===== src/rtl/svc_rv_scoreboard.sv =====
// Per-register outstanding-write scoreboard between ID and EX.
// Gates issue on RAW (source pending) and WAW (destination counter cap) conflicts.
module svc_rv_scoreboard #(
  parameter int NUM_RS    = 2,
  parameter int NUM_WB    = 2,
  parameter int MAX_PEND  = 3,
  parameter int WAW_STALL = 0,
  parameter int WB_BYPASS = 1
) (
  input  logic                clk,
  input  logic                rst_n,
  input  logic                issue_valid,
  input  logic [NUM_RS*5-1:0] issue_rs,
  input  logic [NUM_RS-1:0]   issue_rs_used,
  input  logic [4:0]          issue_rd,
  input  logic                issue_rd_we,
  output logic                issue_ready,
  input  logic [NUM_WB-1:0]   wb_valid,
  input  logic [NUM_WB*5-1:0] wb_rd,
  input  logic [NUM_WB-1:0]   kill_valid,
  input  logic [NUM_WB*5-1:0] kill_rd,
  output logic [NUM_RS-1:0]   hazard_rs,
  output logic                waw_stall,
  output logic [31:0]         pending_mask,
  output logic                busy,
  output logic                err_underflow
);

  localparam int CW = $clog2(MAX_PEND + 1);
  localparam int DW = $clog2(2 * NUM_WB + 1);
  localparam int SW = ((CW > DW) ? CW : DW) + 1;
  localparam logic [CW-1:0] CNT_MAX = CW'(MAX_PEND);

  logic [CW-1:0] cnt_q [32];
  logic [CW-1:0] cnt_d [32];
  logic [SW-1:0] avail [32];
  logic [SW-1:0] dec   [32];
  logic [4:0]    rs_id  [NUM_RS];
  logic          wb_hit [NUM_RS];
  logic [CW-1:0] rd_cnt;
  logic [31:0]   pend_d;
  logic          under_d;
  logic          fire;

  // RAW check per source; a writeback retiring the last pending write may bypass.
  always_comb begin
    hazard_rs = '0;
    for (int j = 0; j < NUM_RS; j++) begin
      rs_id[j]  = issue_rs[j*5 +: 5];
      wb_hit[j] = 1'b0;
      for (int k = 0; k < NUM_WB; k++) begin
        if (wb_valid[k] && (wb_rd[k*5 +: 5] == rs_id[j])) wb_hit[j] = 1'b1;
      end
      hazard_rs[j] = issue_rs_used[j] && (rs_id[j] != 5'd0) &&
                     (cnt_q[rs_id[j]] != '0) &&
                     !((WB_BYPASS != 0) && (cnt_q[rs_id[j]] == CW'(1)) && wb_hit[j]);
    end
  end

  // Handshake: issue_ready is computed without looking at issue_valid; an
  // instruction is accepted on any cycle where both are high at the clock edge.
  always_comb begin
    rd_cnt      = cnt_q[issue_rd];
    waw_stall   = issue_rd_we && (issue_rd != 5'd0) &&
                  ((rd_cnt == CNT_MAX) || ((WAW_STALL != 0) && (rd_cnt != '0)));
    issue_ready = !(|hazard_rs) && !waw_stall;
    fire        = issue_valid && issue_ready && issue_rd_we && (issue_rd != 5'd0);
  end

  // Net counter update: one possible increment, any number of decrements; clamp at zero.
  always_comb begin
    under_d  = 1'b0;
    pend_d   = '0;
    cnt_d[0] = '0;
    avail[0] = '0;
    dec[0]   = '0;
    for (int r = 1; r < 32; r++) begin
      avail[r] = SW'(cnt_q[r]) + SW'(fire && (issue_rd == 5'(r)));
      dec[r]   = '0;
      for (int k = 0; k < NUM_WB; k++) begin
        if (wb_valid[k] && (wb_rd[k*5 +: 5] == 5'(r)))     dec[r] = dec[r] + SW'(1);
        if (kill_valid[k] && (kill_rd[k*5 +: 5] == 5'(r))) dec[r] = dec[r] + SW'(1);
      end
      if (dec[r] > avail[r]) begin
        cnt_d[r] = '0;
        under_d  = 1'b1;
      end else begin
        cnt_d[r] = CW'(avail[r] - dec[r]);
      end
      pend_d[r] = (cnt_d[r] != '0);
    end
  end

  always_ff @(posedge clk or negedge rst_n) begin
    if (!rst_n) begin
      for (int r = 0; r < 32; r++) cnt_q[r] <= '0;
      pending_mask  <= '0;
      busy          <= 1'b0;
      err_underflow <= 1'b0;
    end else begin
      for (int r = 0; r < 32; r++) cnt_q[r] <= cnt_d[r];
      pending_mask  <= pend_d;
      busy          <= |pend_d;
      err_underflow <= err_underflow | under_d;
    end
  end

endmodule


===== config.mk =====
export PLATFORM = sky130hd
export DESIGN_NAME = svc_rv_scoreboard
export DESIGN_NICKNAME = d
export VERILOG_FILES = /design/src/rtl/svc_rv_scoreboard.sv
export SDC_FILE = /design/constraint.sdc
export NUM_CORES = 1
export LEC_CHECK = 0
export ABC_AREA = 0
export CAP_MARGIN = 5
export CORE_MARGIN = 5
export CORE_UTILIZATION = 50
export CTS_CLUSTER_DIAMETER = 60
export DETAILED_ROUTE_END_ITERATION = 12
export DONT_BUFFER_PORTS = 1
export PLACE_DENSITY_LB_ADDON = 0.15
export SKIP_LAST_GASP = 1
export SYNTH_ARGS = -nofsm -noshare
export SYNTH_HDL_FRONTEND = slang
export SYNTH_SLANG_ARGS = --single-unit

===== constraint.sdc =====
create_clock -name clk -period 6.1 [get_ports clk]
set_input_delay 1.22 -clock clk [delete_from_list [all_inputs] [get_ports clk]]
set_output_delay 1.22 -clock clk [all_outputs]
set_load 0.05 [all_outputs]

==> results of run 1 <==
-- through the flow --
stage / utilization (%) / hold slack, ns / TNS, ns
after global routing: 53.07 / 0.5215 / 0
after floorplan: - / 0.7331 / 0
after CTS: 53.05 / 0.5257 / 0
after detailed placement: 51.92 / 0.8145 / -0.2361
final: 53.07 / 0.5297 / 0
after global placement: 51.92 / 0.8365 / -0.09677
-- metal layers --
layer,share of wire [%],wire (um)
met5,0,0
met1,44,19780
met4,2.2,1000
met2,44,19590
met3,9.8,4395
-- state kept, by name (all words and copies together), names as in the netlist --
| register | count |
|---|---|
| pending_mask | 31 |
| cnt_q | 62 |
| err_underflow | 1 |
| busy | 1 |
-- final cells by class --
class / count / area (um2)
Clock buffer: 9 / 225.2
Fill cell: 2649 / 12970
Clock inverter: 7 / 85.08
Timing Repair Buffer: 30 / 225.2
Multi-Input combinational cell: 1324 / 10340
Inverter: 250 / 938.4
Sequential cell: 95 / 2377
Tap cell: 378 / 473.0
-- worst reg2reg max path: stages, from the launching register on --
cell and delay [ns]:
dfrtp_1 0.44, mux4_1 0.53, mux2_2 0.28, a211o_1 0.31, a32o_2 0.25, nand4bb_2 0.26, buf_4 0.24, nor4_1 0.53
ha_1 0.26, ha_1 0.12, inv_1 0.04, ha_1 0.30, nor2b_1 0.12, o21ai_0 0.10, a22oi_1 0.21, o22ai_1 0.21
nor4_1 0.61, and4_1 0.34, nand4_1 0.09
-- power groups by stage --
stage	sequential, uW	combinational (uW)	clock [uW]
2_1_floorplan	1020	874	0
3_3_place_gp	1090	1130	0
3_5_place_dp	1090	1150	0
4_1_cts	1080	1160	664
5_1_grt	1090	1280	684
6_report	1080	1170	654
-- cell families after synthesis --
kind of cell	count (synthesis)	share of synthesized area, %
and+or+nand+nor	641	23.26
buffers and inverters	303	8.550
adders and majority gates	279	25.14
AOI/OAI and AO/OA	192	8.938
xor gates and xnor gates	131	8.262
DFF	95	17.12
muxes	80	8.704
other	1	0.02700
-- cell usage after synthesis, types with 5 or more instances --
cell type    n
nand3b_1     8
nor3_1      19
or3_1        9
buf_2        6
inv_1      249
ha_1       279
nand2_1    176
o21ai_0     46
xor2_1      72
o21a_1      13
a32oi_1     10
mux2_2      41
nand4_1     17
nand2b_1    15
nor4_2      16
mux4_1       5
and2_1      18
clkbuf_1    38
and3_1       6
a31oi_1     13
mux2i_1     12
nor2b_1     64
nor2_1     140
nor4_1      25
dfrtp_1     95
o31ai_1      7
nand3_1     92
xnor2_1     59
a22oi_1     15
or2_2       24
o22ai_1     33
a21oi_1     28
mux4_2      22
o211ai_1     5
-- worst min-delay path by stage --
stage,from,end,slack [ns],depth (start not counted)
after floorplan,cnt_q[24],cnt_q[24],0.73,3
after global placement,cnt_q[36],cnt_q[36],0.84,3
after detailed placement,cnt_q[34],cnt_q[34],0.81,3
after CTS,rst_n,pending_mask[26],0.53,0
after global routing,rst_n,pending_mask[26],0.52,0
final,rst_n,pending_mask[26],0.53,0
-- repair_timing --
item                                    4_1_cts  5_1_grt
buffers inserted                              0        0
endpoints found under the setup margin        0        1
hold buffers                                  0        0
resized for setup                             0        1
==> impl_metrics.csv, run 1 <==
group,metric,value,unit
outcome,status,"finished, final reports clean",
route,drc,0,
place,dp.cells,2077,
power_and_ir_drop,clkPwrFrac,22.5,%
setup_path,slowest_delay,0.61,ns
layout,area_delta_synth_final,5.586,%
synth,ys_seq_area_share,17.12,%
route,drt_iter0_drc,1177,
layout,diodes,0,
layout,layout-drive-gt1-share,8.980,%
layout,final_common_cell,"ha_1",
sta,finalCritPeriodShare,94.52,%
grt,antenna_found_initial,0,
setup_path,critical_path_class,"primary input to flip-flop",
route,routed_wl,44760,um
setup_path,critPathCaptureType,"flip-flop",
setup_path,arrival,6.02,ns
sta,final-max-slew-violation-count,0,
power_and_ir_drop,p_sw_share,45.57,%
place,place_area,14350,um2
synth,netlist_area,13890,um2
synth,synth_edf_count,0,
power_and_ir_drop,ir_drop,0.1461,mV
clocking,cts_buffers,9,
grt,met1_usage,39.47,%
place,hpwlAfterDp,36110,um
setup_path,worst_r2r_endpoint,"busy",
grt,grt_pass1_vias,11520,
synth,yosysWarnings,0,
sta,fin_crit,5.765,ns
die,io_pins,83,
clocking,htree_levels,3,
power_and_ir_drop,power_switching,1326,uW
clocking,cts_root_buf,"clkbuf_16",
die,die_area,31210,um2
power_and_ir_drop,fin_total_pwr,2909,uW
place,place_congestion,0.9750,
route,viasPerCell,5.865,
setup_path,crit_family,"simple AND/OR/NAND/NOR gates",
layout,nNetsFinal,2034,
grt,grtUsageMet3,7.520,%
setup_path,crit_fanout,20,
setup_path,worstReg2RegStart,"cnt_q[40]",
layout,final_cells,2093,
flow_run,maxCapViolations,0,
sta,slew_headroom,53.69,%
setup_path,crit_chain,"mux4_1, mux2_2, a211o_1, a32o_2, nand4bb_2, buf_4, nor4_1, ha_1, ha_1, inv_1, ha_1, nor2b_1, o21ai_0, a22oi_1, o22ai_1, nor4_1, and4_1, nand4_1",
clocking,path_clk_slew,0.08,ns
synth,synthCells,1722,
setup_path,cp_num_cells,18,
power_and_ir_drop,combPwrFrac,40.3,%
grt,grt_max_degree,96,
setup_path,crit_path_start,"issue_rs[5]",
layout,final_cell_mix,"ha_1 (279), inv_1 (249), nand2_1 (176)",
route,via_count,12280,
grt,grt_use_met2,44.66,%
place,pre_cts_slack,-0.2361,ns
clocking,clock-sinks,95,
setup_path,rrSetupSlack,0.75,ns
synth,ys_top_cells_by_area,"ha_1 (25%), dfrtp_1 (17%), inv_1 (6.7%), nand2_1 (4.8%), xor2_1 (4.5%)",
setup_path,critical_path_required,6.36,ns
min_path,hp-class,"primary input to asynchronous set/reset pin",
grt,grt_busiest_layer,"met2",
grt,grt_usage,28.50,%
route,wl_per_cell,21.39,um
grt,grt_pass1_wl,67900,um
die,die_h,176.7,um
power_and_ir_drop,power_density,198.4,nW/um2
setup_path,worstSetupStartpointType,"primary input",
synth,syn_area_per_cell,8.064,um2
die,die_x,176.7,um
clocking,cts_buffer_depth,2,
setup_path,cp_common_cell,"ha_1",
setup_path,slowest_stage,"nor4_1",
sta,setup_viol,0,
setup_path,crit_end,"busy",
layout,design_area,14660,um2
synth,ys_ff_latch,95,
synth,yosys.area.top_type,"ha_1",
synth,synth_top_area_share,25.14,%
grt,grt_overflow,0,
setup_path,reg2regPathDepth,18,
place,port-buffer-count,0,
synth,synth_ff_type,"dfrtp_1",
route,dr.pass1.iters,6,
route,drtAntennaViolNets,0,
sta,hold_viol_final,0,
setup_path,cp_num_buf_inv,2,
sta,fmax,173.4,MHz
clocking,cts_tree,"yes",
clocking,clk_latency,0.37,ns
synth,syn_nets,2046,
die,start_util,50.26,%
die,row_count,61,
sta,worst_slack,0.3345,ns
sta,rsz0062_at_grt,"false",
sta,tightest_slew,0.6883,ns
die,coreArea,27630,um2
power_and_ir_drop,p_leak,0.007224,uW
power_and_ir_drop,seq_power_share,37.2,%
synth,async_flop_share,100.0,%
power_and_ir_drop,internal-power,1583,uW
synth,ys_types,61,
sta,clock_skew,0.01259,ns
Power figures use the tool's default switching activity.
==> run 2, diff against run 1 <==
BUFFER_PORTS_ARGS = -buffer_cell sky130_fd_sc_hd__buf_2   (was default)
CORE_MARGIN = 3   (was 5)
DONT_BUFFER_PORTS = default   (was 1)
==> run 2 against run 1 <==
Against the previous run: power increased by 8.0%; critical path type unchanged; via count is 3.9% higher; largest cell class unchanged; critical path depth grew 3; hold slack improved by 0.33 ns; register-to-register slack better by 0.13 ns; count of clock-buffer cells in the layout unchanged; clock power down 4.7%; maximum frequency down 2.1%; sequential power is 19% lower; final cell count is 6.4% higher; sequential cell count stayed put; critical endpoint unchanged.
==> impl_metrics.csv, run 2 (synthesis gave the netlist of run 1 again) <==
group,metric,value,unit
die,die_h,172.7,um
layout,final_cells,2226,
setup_path,critPathCaptureType,"flip-flop",
route,drt_iter0_drc,1262,
route,via_count,12760,
grt,grt_pass1_wl,69120,um
setup_path,worstSetupStartpointType,"primary input",
route,drc,0,
layout,top_regs,"cnt_q (62), pending_mask (31)",
grt,grt_overflow,0,
clocking,cts_root_buf,"clkbuf_16",
place,place_congestion,0.9913,
grt,antenna_found_initial,3,
sta,tightest_slew,0.8793,ns
clocking,path_clk_slew,0.09,ns
setup_path,arrival,6.14,ns
flow_run,maxCapViolations,0,
place,port-buffer-count,81,
sta,setup_viol,0,
layout,final_common_cell,"ha_1",
clocking,htree_levels,3,
route,viasPerCell,5.732,
die,die_area,29810,um2
layout,nFillCells,2451,
place,dp.cells,2209,
sta,final-max-slew-violation-count,0,
clocking,clock-sinks,95,
die,io_pins,83,
grt,grt_usage,29.56,%
layout,nNetsFinal,2172,
grt,grt_max_degree,52,
layout,final_cell_mix,"ha_1 (279), inv_1 (249), nand2_1 (176)",
clocking,cts_tree,"yes",
power_and_ir_drop,fin_total_pwr,3143,uW
power_and_ir_drop,p_leak,0.007872,uW
sta,fmax,169.7,MHz
route,wl_per_cell,20.11,um
grt,grt_pass1_vias,12260,
min_path,hp-class,"primary input to asynchronous set/reset pin",
die,die_x,172.7,um
sta,finalCritPeriodShare,96.59,%
die,start_util,51.24,%
power_and_ir_drop,ir_drop,0.1353,mV
sta,fin_crit,5.892,ns
die,coreArea,27100,um2
layout,top_register,"cnt_q",
sta,rsz0062_at_grt,"false",
clocking,cts_buffer_depth,2,
layout,layout-drive-gt1-share,16.19,%
route,dr.pass1.iters,8,
setup_path,critical_path_required,6.35,ns
layout,area_delta_synth_final,12.24,%
sta,slew_headroom,40.84,%
route,drtAntennaViolNets,0,
route,routed_wl,44760,um
clocking,cts_buffers,9,
outcome,status,"finished, final reports clean",
setup_path,critical_path_class,"primary input to flip-flop",
clocking,clk_latency,0.37,ns
die,row_count,60,
sta,clock_skew,0.01806,ns
sta,hold_viol_final,0,
clocking,hold_buffers,0,
place,hpwlAfterDp,37400,um
layout,largest_reg_flops,62,
setup_path,crit_fanout,15,
power_and_ir_drop,power_density,201.6,nW/um2
## run 2: changes by cell type in the layout (fill, tap and decap cells not counted), sizes merged
cell | previous run | this run
inv | 253 | 252
clkinv | 3 | 5
bufinv | 1 | 0
clkbuf | 9 | 10
buf | 30 | 167
diode | 0 | 1
## run 2: worst paths after layout
kind / start / to / slack [ns] / cells after the start
setup / recovery: issue_rs[5] / busy / 0.21 / 21
hold / removal: rst_n / pending_mask[26] / 0.85 / 1
setup reg to reg: cnt_q[40] / busy / 0.88 / 19
hold reg to reg: cnt_q[34] / cnt_q[34] / 0.87 / 3
max in group asynchronous: rst_n / cnt_q[7] / 4.01 / 2
min in group clk: cnt_q[34] / cnt_q[34] / 0.87 / 3
## run 2: timing repair
item	4_1_cts	5_1_grt
endpoints found under the setup margin	1	2
setup buffers	0	0
gates cloned	0	0
gates resized for setup	2	12
pin swaps	0	1
## run 2: critical path, cell delays in order
cell	delay (ns)
clkbuf_4	0.21
buf_12	0.18
mux4_1	0.57
a211oi_1	0.29
nand3_1	0.12
a32o_2	0.28
nand4bb_2	0.23
buf_4	0.21
buf_4	0.17
nor4_1	0.32
ha_1	0.21
ha_1	0.13
inv_1	0.04
ha_1	0.31
nor2b_1	0.14
o21ai_0	0.11
a22oi_1	0.25
o22ai_2	0.19
nor4_4	0.52
and4_1	0.32
nand4_1	0.10
## run 2: final cells by class
cell class                      instances  area [um2]  area share, %
Sequential cell                        95        2377          15.25
Timing Repair Buffer                  168        1076          6.903
Tap cell                              372       465.4          2.986
Inverter                              250       938.4          6.020
Multi-Input combinational cell       1324       10420          66.82
Clock buffer                            9       225.2          1.445
Clock inverter                          7       86.33         0.5539
Antenna cell                            1       2.502        0.01605
## run 2: metrics by stage
| step | setup TNS, ns | hold slack, ns | worst slack, ns | util, % | instance area (um2) |
|---|---|---|---|---|---|
| after floorplan | 0 | 0.7331 | 0.2167 | - | 13890 |
| after global placement | -0.7744 | 0.8473 | -0.6154 | 56.04 | 15190 |
| after detailed placement | -1.015 | 0.8381 | -0.6991 | 56.04 | 15190 |
| after CTS | 0 | 0.8624 | 0.04530 | 57.23 | 15510 |
| after global routing | 0 | 0.9009 | 0.02604 | 57.51 | 15580 |
| final | 0 | 0.8548 | 0.2082 | 57.52 | 15590 |
## run 2: per-layer routing
| metal | global-route usage, % | vias up | routed length, um |
|---|---|---|---|
| met5 | 0 | - | 17 |
| met4 | 10.10 | 2 | 1536 |
| met3 | 4.985 | 81 | 3703 |
| met2 | 45.97 | 553 | 19420 |
| met1 | 41.72 | 6008 | 20080 |
| li1 | - | 6115 | - |
## run 2: power breakdown
group          switching, uW  internal, uW
clock network            327           295
registers                126           753
logic                   1020           623
